`src/rtl/int_sched.sv`:
```
`default_nettype none
// +------------------------------------------------------------------------+
// | int_sched: edge-latched, maskable, fixed-priority interrupt scheduler  |
// | Revision: 1.0                                                          |
// +------------------------------------------------------------------------+
module int_sched #(
  parameter int                 NUM_IRQ    = 6,
  parameter logic [15:0]        VEC_BASE   = 16'h10,
  parameter logic [15:0]        VEC_STRIDE = 16'h4,
  parameter logic [NUM_IRQ-1:0] NMI_MASK   = 6'b000001
) (
  input  logic               clk,
  input  logic               rst_n,
  input  logic [NUM_IRQ-1:0] irq,
  input  logic               priv_lv,
  output logic               cpu_irq,
  input  logic               cpu_irq_ack,
  output logic [15:0]        int_addr,
  output logic [2:0]         cur_irq,
  output logic               in_service,
  output logic [NUM_IRQ-1:0] pend,
  input  logic               mask_we,
  input  logic [NUM_IRQ-1:0] mask_wdata,
  output logic [NUM_IRQ-1:0] mask,
  output logic [NUM_IRQ-1:0] lost,
  input  logic               lost_clr
);

  typedef enum logic [1:0] {
    IDLE    = 2'd0,
    REQ     = 2'd1,
    SERVICE = 2'd2
  } state_t;

  state_t               state_q, state_d;
  logic [NUM_IRQ-1:0]   prev_q, prev_d;
  logic [NUM_IRQ-1:0]   pend_q, pend_d;
  logic [NUM_IRQ-1:0]   lost_q, lost_d;
  logic [NUM_IRQ-1:0]   mask_q, mask_d;
  logic                 cpu_irq_q, cpu_irq_d;
  logic [15:0]          int_addr_q, int_addr_d;
  logic [2:0]           cur_irq_q, cur_irq_d;

  logic [NUM_IRQ-1:0]   rise;
  logic [NUM_IRQ-1:0]   eligible;
  logic [NUM_IRQ-1:0]   grant_clr;
  logic [2:0]           win;
  logic                 grant;

  always_comb begin
    rise     = irq & ~prev_q;
    eligible = pend_q & (mask_q | NMI_MASK);
    // Descending scan leaves the lowest eligible index as the winner.
    win = 3'd0;
    for (int i = NUM_IRQ - 1; i >= 0; i--) begin
      if (eligible[i]) win = 3'(i);
    end
    grant = (state_q == IDLE) && priv_lv && (|eligible);
    for (int i = 0; i < NUM_IRQ; i++) begin
      grant_clr[i] = grant && (win == 3'(i));
    end

    state_d    = state_q;
    prev_d     = irq;
    cpu_irq_d  = cpu_irq_q;
    int_addr_d = int_addr_q;
    cur_irq_d  = cur_irq_q;
    mask_d     = mask_we ? mask_wdata : mask_q;

    case (state_q)
      IDLE: begin
        if (grant) begin
          cur_irq_d  = win;
          int_addr_d = VEC_BASE + ({13'd0, win} * VEC_STRIDE);
          cpu_irq_d  = 1'b1;
          state_d    = REQ;
        end
      end
      REQ: begin
        if (cpu_irq_ack) begin
          cpu_irq_d = 1'b0;
          state_d   = SERVICE;
        end
      end
      SERVICE: begin
        if (priv_lv) state_d = IDLE;
      end
      default: state_d = IDLE;
    endcase

    // A fresh edge beats the grant clear and is not counted as lost.
    pend_d = (pend_q & ~grant_clr) | rise;
    lost_d = (lost_clr ? '0 : lost_q) | (rise & pend_q & ~grant_clr);
  end

  always_ff @(posedge clk or negedge rst_n) begin
    if (!rst_n) begin
      state_q    <= IDLE;
      prev_q     <= '1;
      pend_q     <= '0;
      lost_q     <= '0;
      mask_q     <= '1;
      cpu_irq_q  <= 1'b0;
      int_addr_q <= 16'h0;
      cur_irq_q  <= 3'd0;
    end else begin
      state_q    <= state_d;
      prev_q     <= prev_d;
      pend_q     <= pend_d;
      lost_q     <= lost_d;
      mask_q     <= mask_d;
      cpu_irq_q  <= cpu_irq_d;
      int_addr_q <= int_addr_d;
      cur_irq_q  <= cur_irq_d;
    end
  end

  assign cpu_irq    = cpu_irq_q;
  assign int_addr   = int_addr_q;
  assign cur_irq    = cur_irq_q;
  assign in_service = (state_q != IDLE);
  assign pend       = pend_q;
  assign mask       = mask_q;
  assign lost       = lost_q;

endmodule
`default_nettype wire

```
`config.mk`:
```
export PLATFORM = sky130hd
export DESIGN_NAME = int_sched
export DESIGN_NICKNAME = d
export VERILOG_FILES = /design/src/rtl/int_sched.sv
export SDC_FILE = /design/constraint.sdc
export NUM_CORES = 1
export LEC_CHECK = 0
export ABC_CLOCK_PERIOD_IN_PS = 2500
export BUFFER_PORTS_ARGS = -buffer_cell sky130_fd_sc_hd__buf_2
export CAP_MARGIN = 40
export CORE_ASPECT_RATIO = 1.5
export CORE_MARGIN = 2
export CORE_UTILIZATION = 45
export DETAILED_ROUTE_END_ITERATION = 16
export PLACE_DENSITY_LB_ADDON = 0.25
export SLEW_MARGIN = 20
export SYNTH_ARGS = -nofsm -noshare
export SYNTH_HDL_FRONTEND = slang
export SYNTH_SLANG_ARGS = --single-unit
export TNS_END_PERCENT = 20
```
`constraint.sdc`:
```
create_clock -name clk -period 2.5 [get_ports clk]
set_input_delay 0.375 -clock clk [delete_from_list [all_inputs] [get_ports clk]]
set_output_delay 0.375 -clock clk [all_outputs]
set_load 0.05 [all_outputs]
```
==> impl_metrics.csv <==
group,metric,value,unit
status,outcome,"finished clean",
critical_path,crit_path_max_fanout,6,
die,io_pins,57,
logic_synthesis,synth_simple_gate_area_share,12.9,%
logic_synthesis,synth-xor-area-share,0,%
placed_design,placement.io_buffers,44,
critical_path,worst_setup_path_endpoint,"in_service",
cells_and_area,area_occupied_by_multi_input_gates,425,um^2
sta,worst_pin_slew,0.662,ns
logic_synthesis,netlist_area_pre_place,0.00132,mm^2
sta,setup-violations-final,0,
power,cell_int_power,1000,uW
cts,clock_tree.htree_level_count,2,
route,total_wire_length_after_detailed_routing,2.54,mm
cts,ctsRootBufferMaster,"clkbuf_8",
global_routing,first_global_vias,945,
cells_and_area,share_of_post_route_cells_with_drive_strength_above_1,42.2,%
placed_design,dpl-instance-area,0.00152,mm^2
route,detail_route.drc_violations,0,
cts,tritoncts,"built",
power,clock_power_share,19.0,%
global_routing,grt_overflow,0,
critical_path,crit_type,"reg -> out",
cts,tritoncts_num_sinks,31,
cells_and_area,antenna_cells,0,
route,ant_nets,0,
power,vdd_ir_drop_max,0.542,mV
critical_path,worst_r2r_endpoint,"lost[3]$_DFF_PN0_",
critical_path,critical_path.startpoint,"state_q[1]$_DFFE_PN0P_",
critical_path,critical_path.max_stage_delay,0.42,ns
logic_synthesis,yosys_register_bits,31,
cts,cts_buffer_depth,2,
cts,postCtsSetupRepairBufs,0,
sta,slew_violations,0,
global_routing,maximum_number_of_pins_on_one_net_before_global_route_repair,32,
logic_synthesis,synth_top_family_by_area,"simple AND/OR/NAND/NOR gates",
power,power.switching,882,uW
global_routing,grt_antenna_before_repair,0,
worst_hold_path,hp-class,"in -> async",
logic_synthesis,yosys_warnings,0,
critical_path,crit_chain,"or2_2 > buf_2",
critical_path,slowest_stage,"dfrtp_1",
logic_synthesis,synth.avg_cell_area,11.1,um^2
power,comb_power_share,43.8,%
sta,top_achievable_clock_speed,633,MHz
power,pwr_density_cell,1180,mW/mm^2
logic_synthesis,synth_adder_area_share,0,%
logic_synthesis,synth.distinct_cells,24,
logic_synthesis,postSynthCellCount,119,
cells_and_area,layout.core_utilization,56.0,%
critical_path,reg2reg_setup_slack,0.99,ns
route,route.detailed.wl_per_inst,12.4,um
route,drt_first_pass_iters,4,
cells_and_area,cell_count_final_fillers_out,205,
sta,final_hold_viol_count,0,
sta,fin_skew,0.00733,ns
placed_design,dp_hpwl,1.96,mm
die,fp.dieH,70.4,um
route,post_drt_via_cell_ratio,4.75,
logic_synthesis,share_of_the_yosys_chip_area_belonging_to_registers,59.8,%
route,drt-initial-drc-count,20,
cells_and_area,seq_cell_area,791,um^2
cts,clk_latency,0.27,ns
sta,tns,0,ns
critical_path,startpoint_of_the_worst_slack_reg_to_reg_timing_path,"state_q[1]$_DFFE_PN0P_",
global_routing,grt_usage,17.1,%
critical_path,endpoint_required_time_on_the_critical_path,2.12,ns
die,initial_core_util,46.3,%
global_routing,wire_length_of_the_first_global_routing_pass,4.06,mm
placed_design,place.detailed.instances,197,
critical_path,critical_path.endpoint_type,"output port",
sta,slew_headroom,55.9,%
cells_and_area,final_cell_area,0.00160,mm^2
sta,unrepaired_setup_endpoints_after_global_routing,"false",
logic_synthesis,synth.area.mux_share,4.26,%
critical_path,critPathArrivalTime,1.20,ns
placed_design,gp_routability_congestion,0.833,
cts,tritoncts.num_buffers,5,
power,power.static_leakage,0.000773,uW
route,dr_total_vias,973,
sta,final.period_utilization,63.2,%
power,power.switching_fraction,46.8,%
cts,post_cts_resize_count,0,
die,die_area,0.00339,mm^2
power,pwr-share-seq,37.2,%
cts,cts.clk_slew.worst_paths,0.06,ns
cells_and_area,final.fill_count,273,
die,rows,24,
die,core,0.00285,mm^2
flow_run,maximum_capacitance_violations,0,
cells_and_area,synthToLayoutAreaGrowth,20.8,%
cts,hold_buffers,0,
critical_path,cp-start-kind,"register",
die,dieWidth,48.2,um
logic_synthesis,synth-compound-area-share,11.6,%
cells_and_area,nNetsFinal,183,
sta,final_period_minus_worst_setup_slack,1.58,ns
critical_path,r2r_cells,4,
-- metal layers --
layer  vias up  wire length [um]  share of wire (%)  global-route usage [%]
met5         -                 0                  0                       0
met3         2               167                6.6                    7.75
met2        33              1430                 56                    28.4
met1       476               925                 36                    17.9
met4         0                11               0.43                    5.71
li1        462                 -                  -                       -
-- critical path, delay by kind of cell, from the launching register on --
family                 cells  cell delay, ns
and+or+nand+nor            1            0.30
buffers and inverters      1            0.21
DFF                        1            0.42
-- placed cells by master, fill, tap and decap left out, drive strengths merged, types with 2 or more instances in the layout --
master / synthesis / routed
o22ai: 6 / 6
dfstp: 12 / 12
a22oi: 2 / 2
inv: 8 / 8
nand2: 19 / 19
clkbuf: 1 / 7
buf: 15 / 44
a21oi: 3 / 3
dfrtp: 19 / 19
mux2: 5 / 5
o21ai: 9 / 9
nand2b: 8 / 8
conb: 1 / 12
-- registers in the layout, indices dropped and copies added, names as in the netlist --
signal / cells
prev_q: 6
pend: 6
lost: 6
int_addr: 1
cur_irq: 3
cpu_irq: 1
mask: 6
state_q: 2
-- through the flow --
stage	hold slack [ns]	setup slack, ns	total power, uW
after global routing	0.163	0.808	2010
final	0.133	0.920	1890
after CTS	0.147	0.903	1920
after floorplan	0.0794	1.01	1390
after global placement	0.441	1.02	1530
after detailed placement	0.452	0.981	1540
-- cells by family (layout without fill, tap and decap cells) --
logic type	after synthesis	in the layout
flops	31	31
simple gates	34	34
other cells	1	12
buf+inv	24	60
mux	5	5
compound gates	24	24
-- worst min-delay path by stage --
stage / start / to / cells past startpoint
2_1_floorplan: rst_n / cpu_irq$_DFFE_PN0P_ / 0
3_5_place_dp: rst_n / lost[0]$_DFF_PN0_ / 1
4_1_cts: rst_n / lost[1]$_DFF_PN0_ / 1
6_report: rst_n / pend[1]$_DFF_PN0_ / 1
3_3_place_gp: rst_n / lost[3]$_DFF_PN0_ / 1
5_1_grt: rst_n / state_q[1]$_DFFE_PN0P_ / 1
-- cell type report --
cell class / count / share of cell area (%)
clock buffers: 7 / 4.78
clock inverters: 1 / 0.313
inverters: 8 / 1.88
multi-input cells: 75 / 26.6
flip-flops and latches: 31 / 49.5
well taps: 39 / 3.06
repair buffers: 44 / 13.8
-- power by group through the flow --
stage | Clock (uW) | Combinational (uW) | Sequential [uW]
floorplan | 0 | 392 | 1000
detailed placement | 0 | 834 | 710
global route | 405 | 885 | 717
finish | 358 | 827 | 701
CTS | 379 | 835 | 702
global placement | 0 | 825 | 708
-- synth_stat cells (all sizes together) --
cell     number  share of area, %
dfrtp        19                36
nand2        19               5.4
buf          15               8.5
dfstp        12                24
o21ai         9               3.4
inv           8               2.3
nand2b        8               3.8
o22ai         6               2.8
mux2          5               4.3
a21oi         3               1.1
a22oi         2               1.1
a32o          1              0.76
a41o          1              0.76
clkbuf        1              0.28
conb          1              0.28
nand3         1              0.38
nand3b        1              0.57
nor2          1              0.28
nor3b         1              0.57
o2bb2ai       1              0.66
o31ai         1              0.95
or2           1              0.47
or2b          1              0.57
or3b          1              0.85
No activity file was read; power rests on OpenSTA's default activity.
